===== src/rtl/byte_serial_sender_pkg.sv =====
// -----------------------------------------------------------------------------
// byte_serial_sender_pkg
// Shared definitions for the scanner-to-transfer-center serial link. The
// transfer center receiver imports the same framing constants, so both ends
// of the line agree on what a frame looks like.
// -----------------------------------------------------------------------------
package byte_serial_sender_pkg;

  // Transmit FSM encoding (2 bits).
  typedef enum logic [1:0] {
    IDLE  = 2'd0,
    START = 2'd1,
    DATA  = 2'd2,
    STOP  = 2'd3
  } txState_t;

  // Frame: one START_BIT, DATA_BITS data bits MSB-first, one STOP_BIT.
  localparam logic START_BIT = 1'b1;
  localparam logic STOP_BIT  = 1'b0;
  localparam int   DATA_BITS = 8;

endpackage


===== src/rtl/byte_serial_sender_if.sv =====
// -----------------------------------------------------------------------------
// byte_serial_sender_if
// Bundles the scanner load port, the transfer-center serial side and the
// status outputs of byte_serial_sender.
//   load_valid/load_data/load_ready : byte load handshake from the scanner
//   ready_for_transfer_in           : remote side ready to take a frame
//   data_out                        : registered serial line
//   busy/bit_count/fifo_count/frames_sent : status
// slave  = the sender itself, master = whatever drives the load port and
// watches the line.
// -----------------------------------------------------------------------------
interface byte_serial_sender_if #(
  parameter int CNT_W = 3
);
  logic             load_valid;
  logic [7:0]       load_data;
  logic             load_ready;
  logic             ready_for_transfer_in;
  logic             data_out;
  logic             busy;
  logic [2:0]       bit_count;
  logic [CNT_W-1:0] fifo_count;
  logic [7:0]       frames_sent;

  modport slave (
    input  load_valid, load_data, ready_for_transfer_in,
    output load_ready, data_out, busy, bit_count, fifo_count, frames_sent
  );

  modport master (
    output load_valid, load_data, ready_for_transfer_in,
    input  load_ready, data_out, busy, bit_count, fifo_count, frames_sent
  );
endinterface


===== src/rtl/byte_serial_sender_fifo.sv =====
// -----------------------------------------------------------------------------
// byte_fifo
// Circular byte buffer with wrapping read/write pointers.
//   clk, rst  : clock, asynchronous active-high reset (flushes the buffer)
//   push      : write push_data this edge (ignored when full)
//   pop       : drop the head byte this edge (ignored when empty)
//   pop_data  : head byte, valid whenever !empty (show-ahead)
//   count     : bytes held, 0..DEPTH
//   full/empty: count == DEPTH / count == 0
// Push and pop on the same edge are both honoured and leave count unchanged.
// -----------------------------------------------------------------------------
module byte_fifo #(
  parameter int DEPTH = 4,
  parameter int CNT_W = $clog2(DEPTH) + 1
) (
  input  logic             clk,
  input  logic             rst,
  input  logic             push,
  input  logic [7:0]       push_data,
  input  logic             pop,
  output logic [7:0]       pop_data,
  output logic [CNT_W-1:0] count,
  output logic             full,
  output logic             empty
);
  localparam int PTR_W = $clog2(DEPTH);

  logic [7:0]       mem [DEPTH];
  logic [PTR_W-1:0] wrPtr;
  logic [PTR_W-1:0] rdPtr;
  logic             doPush;
  logic             doPop;

  assign full     = (count == CNT_W'(DEPTH));
  assign empty    = (count == '0);
  assign doPush   = push && !full;
  assign doPop    = pop && !empty;
  assign pop_data = mem[rdPtr];

  // NOTE: the storage array has no reset; only pointers and count define
  // which entries are meaningful, and leaving the array unreset lets it map
  // onto plain RAM cells.
  always_ff @(posedge clk) begin
    if (doPush) mem[wrPtr] <= push_data;
  end

  // NOTE: sequential state is updated with <= so every register samples the
  // values from before the edge, independent of statement order.
  always_ff @(posedge clk or posedge rst) begin
    if (rst) begin
      wrPtr <= '0;
      rdPtr <= '0;
      count <= '0;
    end else begin
      // DEPTH is a power of two, so the pointers wrap by natural overflow.
      if (doPush) wrPtr <= wrPtr + PTR_W'(1);
      if (doPop)  rdPtr <= rdPtr + PTR_W'(1);
      case ({doPush, doPop})
        2'b10:   count <= count + CNT_W'(1);
        2'b01:   count <= count - CNT_W'(1);
        default: count <= count;
      endcase
    end
  end

endmodule


===== src/rtl/byte_serial_sender.sv =====
// -----------------------------------------------------------------------------
// byte_serial_sender
// Buffers scanner bytes in a small FIFO and, whenever the remote transfer
// center is ready, shifts each one out as a 10-bit frame:
// START_BIT, 8 data bits MSB-first, STOP_BIT.
//   clk, rst : clock, asynchronous active-high reset (aborts any frame and
//              flushes the FIFO)
//   bus      : byte_serial_sender_if.slave -- load port, serial line, status
// -----------------------------------------------------------------------------
module byte_serial_sender
  import byte_serial_sender_pkg::*;
#(
  parameter int DEPTH = 4,
  parameter int CNT_W = 3
) (
  input  logic                 clk,
  input  logic                 rst,
  byte_serial_sender_if.slave  bus
);

  txState_t         state;
  txState_t         nextState;
  logic [7:0]       shiftReg;
  logic [7:0]       nextShift;
  logic [2:0]       bitCnt;
  logic [2:0]       nextBitCnt;
  logic             dataOut;
  logic             nextDataOut;
  logic [7:0]       framesSent;

  logic             fifoPush;
  logic             fifoPop;
  logic [7:0]       fifoHead;
  logic [CNT_W-1:0] fifoCount;
  logic             fifoFull;
  logic             fifoEmpty;

  // load_ready comes from the registered count only; no bypass to the line.
  assign fifoPush = bus.load_valid && !fifoFull;

  byte_fifo #(
    .DEPTH (DEPTH),
    .CNT_W (CNT_W)
  ) u_fifo (
    .clk       (clk),
    .rst       (rst),
    .push      (fifoPush),
    .push_data (bus.load_data),
    .pop       (fifoPop),
    .pop_data  (fifoHead),
    .count     (fifoCount),
    .full      (fifoFull),
    .empty     (fifoEmpty)
  );

  // NOTE: every signal driven here gets a default first, so no path through
  // the case leaves one unassigned and no latch is inferred.
  always_comb begin
    nextState  = state;
    nextShift  = shiftReg;
    nextBitCnt = bitCnt;
    fifoPop    = 1'b0;

    case (state)
      IDLE: begin
        if (!fifoEmpty && bus.ready_for_transfer_in) begin
          fifoPop   = 1'b1;
          nextShift = fifoHead;
          nextState = START;
        end
      end
      START: begin
        nextState  = DATA;
        nextBitCnt = 3'(DATA_BITS - 1);
      end
      DATA: begin
        if (bitCnt == 3'd0) nextState  = STOP;
        else                nextBitCnt = bitCnt - 3'd1;
      end
      STOP:    nextState = IDLE;
      default: nextState = IDLE;
    endcase

    // The line is registered: compute the level for the state being entered.
    case (nextState)
      START:   nextDataOut = START_BIT;
      DATA:    nextDataOut = nextShift[nextBitCnt];
      default: nextDataOut = STOP_BIT;  // STOP and IDLE both hold the line low
    endcase
  end

  always_ff @(posedge clk or posedge rst) begin
    if (rst) begin
      state      <= IDLE;
      shiftReg   <= '0;
      bitCnt     <= '0;
      dataOut    <= 1'b0;
      framesSent <= '0;
    end else begin
      state    <= nextState;
      shiftReg <= nextShift;
      bitCnt   <= nextBitCnt;
      dataOut  <= nextDataOut;
      // Counted on the STOP -> IDLE edge, so an aborted frame never counts.
      if (state == STOP) framesSent <= framesSent + 8'd1;
    end
  end

  assign bus.load_ready  = !fifoFull;
  assign bus.data_out    = dataOut;
  assign bus.busy        = (state != IDLE);
  assign bus.bit_count   = bitCnt;
  assign bus.fifo_count  = fifoCount;
  assign bus.frames_sent = framesSent;

endmodule


===== src/flat_wrapper.sv =====
// flat-port wrapper written by rule: the top's interface ports become plain ports
module byte_serial_sender_flat import byte_serial_sender_pkg::*;
#(
  parameter int DEPTH = 4,
  parameter int CNT_W = 3
)
  (clk, rst, bus_load_valid, bus_load_data, bus_ready_for_transfer_in, bus_load_ready, bus_data_out, bus_busy, bus_bit_count, bus_fifo_count, bus_frames_sent);
  byte_serial_sender_if #(.CNT_W(CNT_W)) bus_i ();
  input  logic clk;
  input  logic rst;
  input wire logic [$bits(bus_i.load_valid)-1:0] bus_load_valid;
  input wire logic [$bits(bus_i.load_data)-1:0] bus_load_data;
  input wire logic [$bits(bus_i.ready_for_transfer_in)-1:0] bus_ready_for_transfer_in;
  output wire logic [$bits(bus_i.load_ready)-1:0] bus_load_ready;
  output wire logic [$bits(bus_i.data_out)-1:0] bus_data_out;
  output wire logic [$bits(bus_i.busy)-1:0] bus_busy;
  output wire logic [$bits(bus_i.bit_count)-1:0] bus_bit_count;
  output wire logic [$bits(bus_i.fifo_count)-1:0] bus_fifo_count;
  output wire logic [$bits(bus_i.frames_sent)-1:0] bus_frames_sent;
  assign bus_i.load_valid = bus_load_valid;
  assign bus_i.load_data = bus_load_data;
  assign bus_i.ready_for_transfer_in = bus_ready_for_transfer_in;
  assign bus_load_ready = bus_i.load_ready;
  assign bus_data_out = bus_i.data_out;
  assign bus_busy = bus_i.busy;
  assign bus_bit_count = bus_i.bit_count;
  assign bus_fifo_count = bus_i.fifo_count;
  assign bus_frames_sent = bus_i.frames_sent;
  byte_serial_sender #(.DEPTH(DEPTH), .CNT_W(CNT_W)) u_core (.clk(clk), .rst(rst), .bus(bus_i));
endmodule

===== config.mk =====
export PLATFORM = sky130hd
export DESIGN_NAME = byte_serial_sender_flat
export DESIGN_NICKNAME = d
export VERILOG_FILES = /design/src/rtl/byte_serial_sender_pkg.sv /design/src/rtl/byte_serial_sender_if.sv /design/src/rtl/byte_serial_sender_fifo.sv /design/src/rtl/byte_serial_sender.sv /design/src/flat_wrapper.sv
export SDC_FILE = /design/constraint.sdc
export NUM_CORES = 1
export LEC_CHECK = 0
export ABC_CLOCK_PERIOD_IN_PS = 3000
export CORE_ASPECT_RATIO = 1.4
export CORE_MARGIN = 2
export CORE_UTILIZATION = 30
export CTS_CLUSTER_SIZE = 24
export DETAILED_ROUTE_END_ITERATION = 8
export GPL_ROUTABILITY_DRIVEN = 0
export PLACE_DENSITY_LB_ADDON = 0.25
export SYNTH_ARGS = -nofsm -noshare
export SYNTH_HDL_FRONTEND = slang
export SYNTH_HIERARCHICAL = 1
export SYNTH_SLANG_ARGS = --single-unit

===== constraint.sdc =====
create_clock -name clk -period 3 [get_ports clk]
set_clock_uncertainty 0.2 [all_clocks]
set_input_delay 0.6 -clock clk [delete_from_list [all_inputs] [get_ports clk]]
set_output_delay 0.6 -clock clk [all_outputs]
set_load 0.03 [all_outputs]

==> run metrics <==
status finished clean; largest family of logic cells by synthesized area multiplexers; mux cell area share after synthesis 0.132; worst skew pair latency 0.32 ns; vias 1518; vias in the first global route 1639; Critical Path End u_core/bus.data_out$_DFF_PP0_; Worst R2R End u_core/bus.data_out$_DFF_PP0_; IO buf count 28; launching point of the worst reg2reg path u_core/state[0]$_DFF_PP0_; Die ar. 10000 sq um; ANT cells 0; Yosys warnings 6; CTS Sinks 61; crit path launch type register; CTS H-tree depth 3; Netlist cell types 38; clock root cell clkbuf_16; post-synthesis cell area 2780 sq um; switching share of power 0.347; Hold WC Path Type register to register; Peak Freq 391 MHz; routed vias/inst 4.59; Flop pwr share 0.342; LEAKAGE 0.00141 uW; most common cell after layout, fill and taps aside edfxtp_1; post-route core utilization 0.387; endpoints failing hold 0; Req. time, crit path 3.02 ns; Tot GR Track Use 0.108; DRT iter0 DRCs 30; Most used DFF post-synth edfxtp_1; register bit total from synthesis 61; Comb power frac 0.409; R2R Setup Slk 0.44 ns; setup bufs post-CTS 0; area delta synth->final 26.0%; Simple-Gate Fraction of Synth Area 0.0735; adder-cell area share of the yosys netlist 0.0748; post-CTS sizing 0; Period minus WS final 2.56 ns; Setup CP Type register to register; DR WL/cell 14.5 um; Setup TNS Final 0 ns; Die Wd 85.3 um; clock share of power 0.249; internal power 2630 uW; detailed placement HPWL 3.35 mm; Die H 118 um; post-route ant nets 0; most frequent cells in the layout edfxtp_1 (32), dfrtp_1 (29), clkdlybuf4s50_1 (28), inv_1 (20), ha_1 (15); io pins 29; final worst-path cycle share 0.852; number of max-cap violations 0; drt pass-1 iters 4; cell mode on critical path mux2i_1; delay-heaviest family, CP compound AO/OA/AOI/OAI gates; first-pass GRT wire length 8.22 mm; relative slew slack 0.688; R2R cell count 8; Final Net Count 247; count of final setup violators 0; Post-synth EDFFs 32; peak fanout along the critical path 9; Arr. time, crit path 2.58 ns; CTS Buf Count 9; Synth Area in Compound Gates 0.0406; Mapped Cells 179; Clock transition at path regs 0.05 ns; Max VDD drop 0.000557 V; largest net degree at the start of global routing 23; Critical path buffers and inverters 1; post-synthesis sequential area ratio 0.608; Max Root-Sink Buffers 2; pwr dens 1150 nW/um^2; CP endpoint kind register; initial antenna violation count 0; Setup crit start u_core/state[0]$_DFF_PP0_; Syn Nets 207; Post-Synthesis Mean Instance Area 15.5 sq um; CTS tree built; Starting Density 0.307; core area 9030 sq um; Sw Pwr 1400 uW; Crit. path cell count 8; drc violations 0; xor and xnor area share after synthesis 0.0410; slowest cell delay on critical path 0.48 ns; count of non-filler cells in the finished layout 331; Rows 41; share of cells above drive strength 1 0.210; Slew Viols, Final 0; critical path, cell by cell inv_1 -> ha_1 -> mux2i_1 -> o311ai_4 -> mux2i_1 -> nand3b_1 -> a21bo_2 -> o32ai_2; Synth async-reset ratio 0.475; RSZ-0062 raised after global routing false; Congestion Overflow GR 0; Least-Margin Pin Slew 0.468 ns; # hold bufs at CTS 0; final WL 4.79 mm; slowest CP cell ha_1; placed cell count 315
==> power by group through the flow <==
| stage | Combinational [uW] | Clock (uW) | Sequential [uW] |
|---|---|---|---|
| floorplan | 1140 | 0 | 1450 |
| global placement | 1660 | 0 | 1390 |
| detailed placement | 1670 | 0 | 1400 |
| CTS | 1680 | 1030 | 1390 |
| global route | 1840 | 1080 | 1420 |
| finish | 1650 | 1000 | 1380 |
==> area by class of cell <==
cell class              count  area [sq um]
repair buffers             31           303
flip-flops and latches     61          1690
well taps                 107           134
fillers                   863          5530
inverters                  20          75.1
clock buffers              11           243
clock inverters             5          51.3
multi-input cells          96          1000
==> per-stage QoR <==
stage | power (uW) | hold slack (ns) | setup slack, ns | area, sq um
after floorplan | 2580 | 0.203 | 0.475 | 2780
after global placement | 3050 | 0.273 | 0.302 | 3200
after detailed placement | 3070 | 0.277 | 0.280 | 3200
after CTS | 4100 | 0.287 | 0.404 | 3500
after global routing | 4340 | 0.287 | 0.208 | 3500
final | 4030 | 0.284 | 0.443 | 3500
==> registers in the layout, indices dropped and copies added (netlist names) <==
register                count
u_core/u_fifo/count         3
u_core/bus.frames_sent      8
u_core/u_fifo/rdPtr         2
u_core/u_fifo/mem          32
u_core/bus.data_out         1
u_core/shiftReg             8
u_core/state                2
u_core/u_fifo/wrPtr         2
u_core/bus.bit_count        3
==> how the worst min path moves through the flow <==
stage                                                     start                                    end  cells after the start
after global routing      u_core/bus.frames_sent[7]$_DFFE_PP0N_  u_core/bus.frames_sent[7]$_DFFE_PP0N_                      1
after floorplan                                             rst     u_core/u_fifo/count[0]$_DFFE_PP0P_                      1
after global placement    u_core/bus.frames_sent[7]$_DFFE_PP0N_  u_core/bus.frames_sent[7]$_DFFE_PP0N_                      1
after detailed placement  u_core/bus.frames_sent[7]$_DFFE_PP0N_  u_core/bus.frames_sent[7]$_DFFE_PP0N_                      1
after CTS                 u_core/bus.frames_sent[7]$_DFFE_PP0N_  u_core/bus.frames_sent[7]$_DFFE_PP0N_                      1
final                     u_core/bus.frames_sent[7]$_DFFE_PP0N_  u_core/bus.frames_sent[7]$_DFFE_PP0N_                      1
==> metal layers <==
metal / vias up / share of wire / GRT usage
li1: 721 / - / -
met3: 5 / 0.039 / 0.0365
met1: 767 / 0.44 / 0.131
met5: - / 0 / 0
met4: 0 / 0.011 / 0.0516
met2: 25 / 0.51 / 0.169
==> worst reg2reg max path, cell delays in order (launching register included) <==
cell and delay, ns:
dfrtp_1 0.39, inv_1 0.10, ha_1 0.48, mux2i_1 0.33, o311ai_4 0.21, mux2i_1 0.17, nand3b_1 0.09, a21bo_2 0.23
o32ai_2 0.26
==> synthesized netlist by cell type (all sizes together), types with 4 or more instances <==
master   n  area share
edfxtp  32        0.35
mux4     8       0.065
inv     20       0.027
nand2    6      0.0090
nor2     5      0.0068
mux2    10       0.042
and2     4       0.011
nor2b    4       0.012
xnor2    7       0.022
mux2i    7       0.025
dfrtp   29        0.26
xor2     6       0.019
ha      15       0.068
==> logic make-up (layout without fill, tap and decap cells) <==
group                    Yosys count  count (layout)
adder cells (fa/ha/maj)           16              16
flip-flops                        61              61
XOR/XNOR                          13              13
AO/OA/AOI/OAI                     11              11
buffers and inverters             22              67
AND/OR/NAND/NOR                   31              31
multiplexers                      25              25
Note: power is estimated with default switching activity, not from simulation.
